[src/rtl/race_sort_controller.sv]
// race_sort_controller: clocked start/done wrapper around the race-logic
// bitonic sorter. Binary values become timed falling edges on raw_in, and
// falling edges seen on sorted_out are timestamped back into binary.
module race_sort_controller #(
  parameter int N    = 16,
  parameter int W    = 6,
  parameter int LAT  = 0,
  parameter int REST = 4
) (
  input  logic           clk,
  input  logic           rst,
  input  logic           start,
  input  logic [N*W-1:0] values_in,
  output logic           busy,
  output logic           done,
  output logic [N*W-1:0] results_out,
  output logic           error,
  output logic [N-1:0]   raw_in,
  input  logic [N-1:0]   sorted_out
);

  localparam int TW  = W + 1;
  localparam int RCW = (REST > 1) ? $clog2(REST) : 1;
  localparam logic [TW-1:0] T_LAST = TW'((1 << W) - 1 + LAT);

  typedef enum logic [1:0] {S_IDLE, S_RUN, S_FINISH, S_REST} state_t;

  state_t         state, state_nxt;
  logic [TW-1:0]  t;
  logic [TW-1:0]  t_inc;
  logic [W-1:0]   val       [N];
  logic [W-1:0]   result    [N];
  logic [W-1:0]   res_final [N];
  logic [W-1:0]   cap_ts;
  logic [N-1:0]   flag;
  logic [N-1:0]   cap_now;
  logic [N-1:0]   missing;
  logic [RCW-1:0] rest_cnt;
  logic           run_last;
  logic           rest_last;

  // State register; a synchronous reset aborts any run in progress.
  always_ff @(posedge clk) begin
    // NOTE: sequential state uses non-blocking assignments so every register
    // samples pre-edge values, independent of block evaluation order.
    if (rst) state <= S_IDLE;
    else     state <= state_nxt;
  end

  // Next-state logic plus the status outputs decoded from the state.
  always_comb begin
    // NOTE: every output gets a default first, so no path leaves one
    // unassigned and no latch is inferred.
    state_nxt = state;
    busy      = (state != S_IDLE);
    done      = (state == S_FINISH);
    unique case (state)
      S_IDLE:   if (start) state_nxt = S_RUN;
      S_RUN:    if (run_last) state_nxt = S_FINISH;
      S_FINISH: state_nxt = (REST == 0) ? S_IDLE : S_REST;
      S_REST:   if (rest_last) state_nxt = S_IDLE;
      default:  state_nxt = S_IDLE;
    endcase
  end

  // Capture decode: which sorter outputs fall this cycle, and the result
  // vector as it will look once this cycle's captures are folded in.
  always_comb begin
    run_last  = (state == S_RUN) && (t == T_LAST);
    rest_last = (rest_cnt == RCW'(REST - 1));
    t_inc     = t + 1'b1;
    cap_ts    = W'(t - TW'(LAT));
    for (int j = 0; j < N; j++) begin
      cap_now[j]   = !sorted_out[j] && !flag[j];
      missing[j]   = sorted_out[j] && !flag[j];
      res_final[j] = cap_now[j] ? cap_ts : (flag[j] ? result[j] : '1);
    end
  end

  // Control datapath: time counter, capture flags, line drive, committed results.
  always_ff @(posedge clk) begin
    if (rst) begin
      raw_in      <= '1;
      results_out <= '0;
      error       <= 1'b0;
      t           <= '0;
      flag        <= '0;
      rest_cnt    <= '0;
    end else begin
      unique case (state)
        S_IDLE: begin
          if (start) begin
            t    <= '0;
            flag <= '0;
            // First RUN cycle is k = 0: only zero-valued lanes fall.
            for (int i = 0; i < N; i++)
              raw_in[i] <= (values_in[i*W +: W] != '0);
          end
        end
        S_RUN: begin
          t    <= t_inc;
          flag <= flag | cap_now;
          if (!run_last) begin
            // Lines only ever fall during a run, giving one edge per lane.
            for (int i = 0; i < N; i++)
              if ({1'b0, val[i]} <= t_inc) raw_in[i] <= 1'b0;
          end else begin
            // Commit on entry to FINISH so done and results coincide.
            for (int j = 0; j < N; j++)
              results_out[j*W +: W] <= res_final[j];
            error <= |missing;
          end
        end
        S_FINISH: begin
          raw_in   <= '1;
          rest_cnt <= '0;
        end
        S_REST:  rest_cnt <= rest_cnt + 1'b1;
        default: ;
      endcase
    end
  end

  // Value and timestamp storage; contents are only meaningful inside a run.
  always_ff @(posedge clk) begin
    // NOTE: storage arrays are deliberately not reset; each run writes val on
    // the accepted start and result before it is read, so a reset adds nothing.
    if (state == S_IDLE && start) begin
      for (int i = 0; i < N; i++) val[i] <= values_in[i*W +: W];
    end
    if (state == S_RUN) begin
      for (int j = 0; j < N; j++)
        if (cap_now[j]) result[j] <= cap_ts;
    end
  end

endmodule

[config.mk]
export PLATFORM = sky130hd
export DESIGN_NAME = race_sort_controller
export DESIGN_NICKNAME = d
export VERILOG_FILES = /design/src/rtl/race_sort_controller.sv
export SDC_FILE = /design/constraint.sdc
export NUM_CORES = 1
export LEC_CHECK = 0
export BUFFER_PORTS_ARGS = -buffer_cell sky130_fd_sc_hd__buf_2
export CORE_MARGIN = 4
export CORE_UTILIZATION = 57
export DETAILED_ROUTE_END_ITERATION = 16
export GPL_TIMING_DRIVEN = 0
export PLACE_DENSITY_LB_ADDON = 0.15
export SYNTH_ARGS = -nofsm -noshare
export SYNTH_HDL_FRONTEND = slang
export SYNTH_SLANG_ARGS = --single-unit
[constraint.sdc]
create_clock -name clk -period 4.7 [get_ports clk]
set_input_delay 0 -clock clk [delete_from_list [all_inputs] [get_ports clk]]
set_output_delay 0 -clock clk [all_outputs]
set_load 0.01 [all_outputs]
==> impl_metrics.tcl <==
set metrics [dict create \
    portBuffers 224 \
    final_cell_mix "355 x nor2_1, 240 x buf_2, 214 x a21oi_1, 192 x edfxtp_1, 140 x dfxtp_1" \
    syn_to_final_growth_pct 25.5 \
    r2r_cells 10 \
    relSlewSlack 0.271 \
    rrSetupSlack_ns 0.65 \
    first_global_vias 13400 \
    setup_viol 0 \
    tightest_slew_ns 1.09 \
    clk_latency_ns 0.52 \
    ys_async_sr_fraction 0 \
    die-width_um 171 \
    syn-num-nets 1725 \
    final_layout_size_suffix_gt1_frac 0.170 \
    ys_types 53 \
    layout_min_cycle_time_ns 4.05 \
    synth_edf_count 192 \
    gp_congestion 0.859 \
    ios 230 \
    synth_seq_cells 332 \
    hold_class "in -> reg" \
    die_area_mm2 0.0294 \
    ys_seq_area_frac 0.563 \
    synth_top_family_by_area "simple AND/OR/NAND/NOR gates" \
    cp.required_ns 5.09 \
    rsz0062_at_grt "no" \
    setup_tns_ns 0 \
    core_area_mm2 0.0261 \
    cts_tree "built" \
    finalNetCount 2103 \
    dp_hpwl_um 29100 \
    vias 13400 \
    htree_levels 2 \
    crit_type "reg -> reg" \
    clk_pin_slew_ns 0.06 \
    clk_path_buf_depth 3 \
    setup_ws_ns 0.646 \
    vdd_ir_drop_max_mv 0.328 \
    final_common_cell "nor2_1" \
    cts_resized 0 \
    netlist_instances 1539 \
    wirelength_um 45000 \
    endpoint "raw_in[10]" \
    ys.flop_type "edfxtp_1" \
    leakagePower_nw 7.63 \
    grt_pass1_wl_um 70000 \
    place_ws_ns 0.683 \
    synth_fa_ha_area_frac 0.0689 \
    max_cap_viol_count 0 \
    instances_no_fill 2282 \
    hold_viol_final 0 \
    whs_ns 0.0778 \
    first_pass_iters 5 \
    p_total_mw 9.16 \
    place_inst 2101 \
    synth_warnings 0 \
    crit_path_end_kind "flop" \
    post-cts-setup-buffers 0 \
    grt_overflow_total 0 \
    worstReg2RegStart "t[1]" \
    synth_compound_gate_area_share 0.147 \
    viasPerCell 5.87 \
    numClockSinks 332 \
    power_density_mw_per_mm2 479 \
    status "finished, final reports clean" \
    skew_ns 0.00972 \
    grt_antenna_before_repair 1 \
    avgSynthCellArea_um2 9.89 \
    clock.fmax_mhz 247 \
    avgRoutedWirePerCell_um 19.7 \
    cts_buffers 36 \
    startpoint "t[1]" \
    cp_max_fo 18 \
    rows 59 \
    grt_max_degree 57 \
    synthXorXnorAreaFrac 0.00337 \
    ant_nets 0 \
    grt.total_usage 0.302 \
    drt-initial-drc-count 1159 \
    cts-root-buf "clkbuf_16" \
    slew_viol_final 0 \
    reg2reg_to "raw_in[10]" \
    synth_simple_gate_area_frac 0.174 \
    cts_hold_buf 113 \
    fp.dieH_um 171 \
    drc_errors 0 \
    period_share 0.863 \
    synth_area_mm2 0.0152 \
    cp-start-kind "flop" \
    start_util 0.583 \
    arrival_ns 4.44 \
    synth.area.mux_share 0.00197 \
]
-- flip-flops by register name (all words and copies together), names as in the netlist --
signal and count:
state 2, val 96, raw_in 16, results_out 96
t 7, error 1, rest_cnt 2, result 96
flag 16
-- layout make-up --
class	count	area, um2
repair buffers	340	2310
diodes	2	5.00
multi-input cells	1050	6040
clock buffers	57	1060
fillers	1874	7020
flip-flops and latches	332	8570
plain buffers	99	422
well taps	335	419
inverters	58	218
clock inverters	9	75.1
-- Yosys cell counts (all sizes together) (2+ instances only) --
library cell,number,share of area
and2,16,0.0066
nand4,15,0.0062
o22ai,3,0.0012
nand2b,6,0.0025
ha,71,0.058
nor4,17,0.0074
a221oi,4,0.0023
nand3,18,0.0066
a2111oi,16,0.012
clkbuf,73,0.018
o2111a,15,0.011
maj3,15,0.011
nand2,21,0.0052
mux2i,3,0.0020
buf,26,0.0096
nor2,356,0.088
and3,2,0.00082
or2,16,0.0066
a21oi,214,0.070
xor2,2,0.0016
or3,29,0.012
o21ai,78,0.026
a211oi,15,0.0074
nor2b,19,0.0078
dfxtp,140,0.18
a41oi,15,0.011
nor3,67,0.023
inv,58,0.014
nor3b,2,0.00099
xnor2,3,0.0017
a22oi,2,0.00099
edfxtp,192,0.38
a311oi,3,0.0017
-- report_power, final --
part / total (mW) / internal [mW] / switching, mW
clock network: 2.73 / 1.61 / 1.12
logic: 2.62 / 0.935 / 1.68
registers: 3.82 / 3.61 / 0.201
total: 9.16 / 6.16 / 3.01
-- worst max-delay path, stage by stage (launching register included) --
cell and delay [ns]:
dfxtp_1 0.96, buf_2 0.46, nand3_1 0.18, xor2_2 0.63
buf_8 0.25, ha_1 0.26, o21ai_0 0.15, a21oi_1 0.07
maj3_1 0.37, a2111oi_0 0.46, nor3_1 0.12
-- logic make-up after synthesis --
kind of cell,after synthesis
buffers and inverters,157
adders and majority gates,86
AOI/OAI and AO/OA,371
and+or+nand+nor,585
muxes,3
DFF,332
xor gates and xnor gates,5
-- stage by stage --
| stage | instance area, um2 | utilization |
|---|---|---|
| global placement | 16800 | 0.642 |
| global route | 19100 | 0.731 |
| finish | 19100 | 0.731 |
| CTS | 19100 | 0.731 |
| detailed placement | 16800 | 0.644 |
| floorplan | 15200 | - |
-- worst min path at each step --
stage                     slack, ns      startpoint  cells after the start         end
after global placement         0.19   values_in[85]                      1  val[1][37]
after global routing           0.10  sorted_out[10]                      4    flag[10]
after detailed placement       0.19   values_in[81]                      1  val[1][33]
after CTS                      0.05  sorted_out[10]                      4    flag[10]
final                          0.08  sorted_out[10]                      4    flag[10]
after floorplan                 0.1    values_in[0]                      0   val[0][0]
-- metal layers --
metal / part of all wire / track usage / vias to the layer above
li1: - / - / 6283
met3: 0.088 / 0.0644 / 157
met2: 0.50 / 0.529 / 657
met5: 0 / 0 / -
met1: 0.37 / 0.358 / 6290
met4: 0.042 / 0.137 / 0
Note: power is estimated with default switching activity, not from simulation.
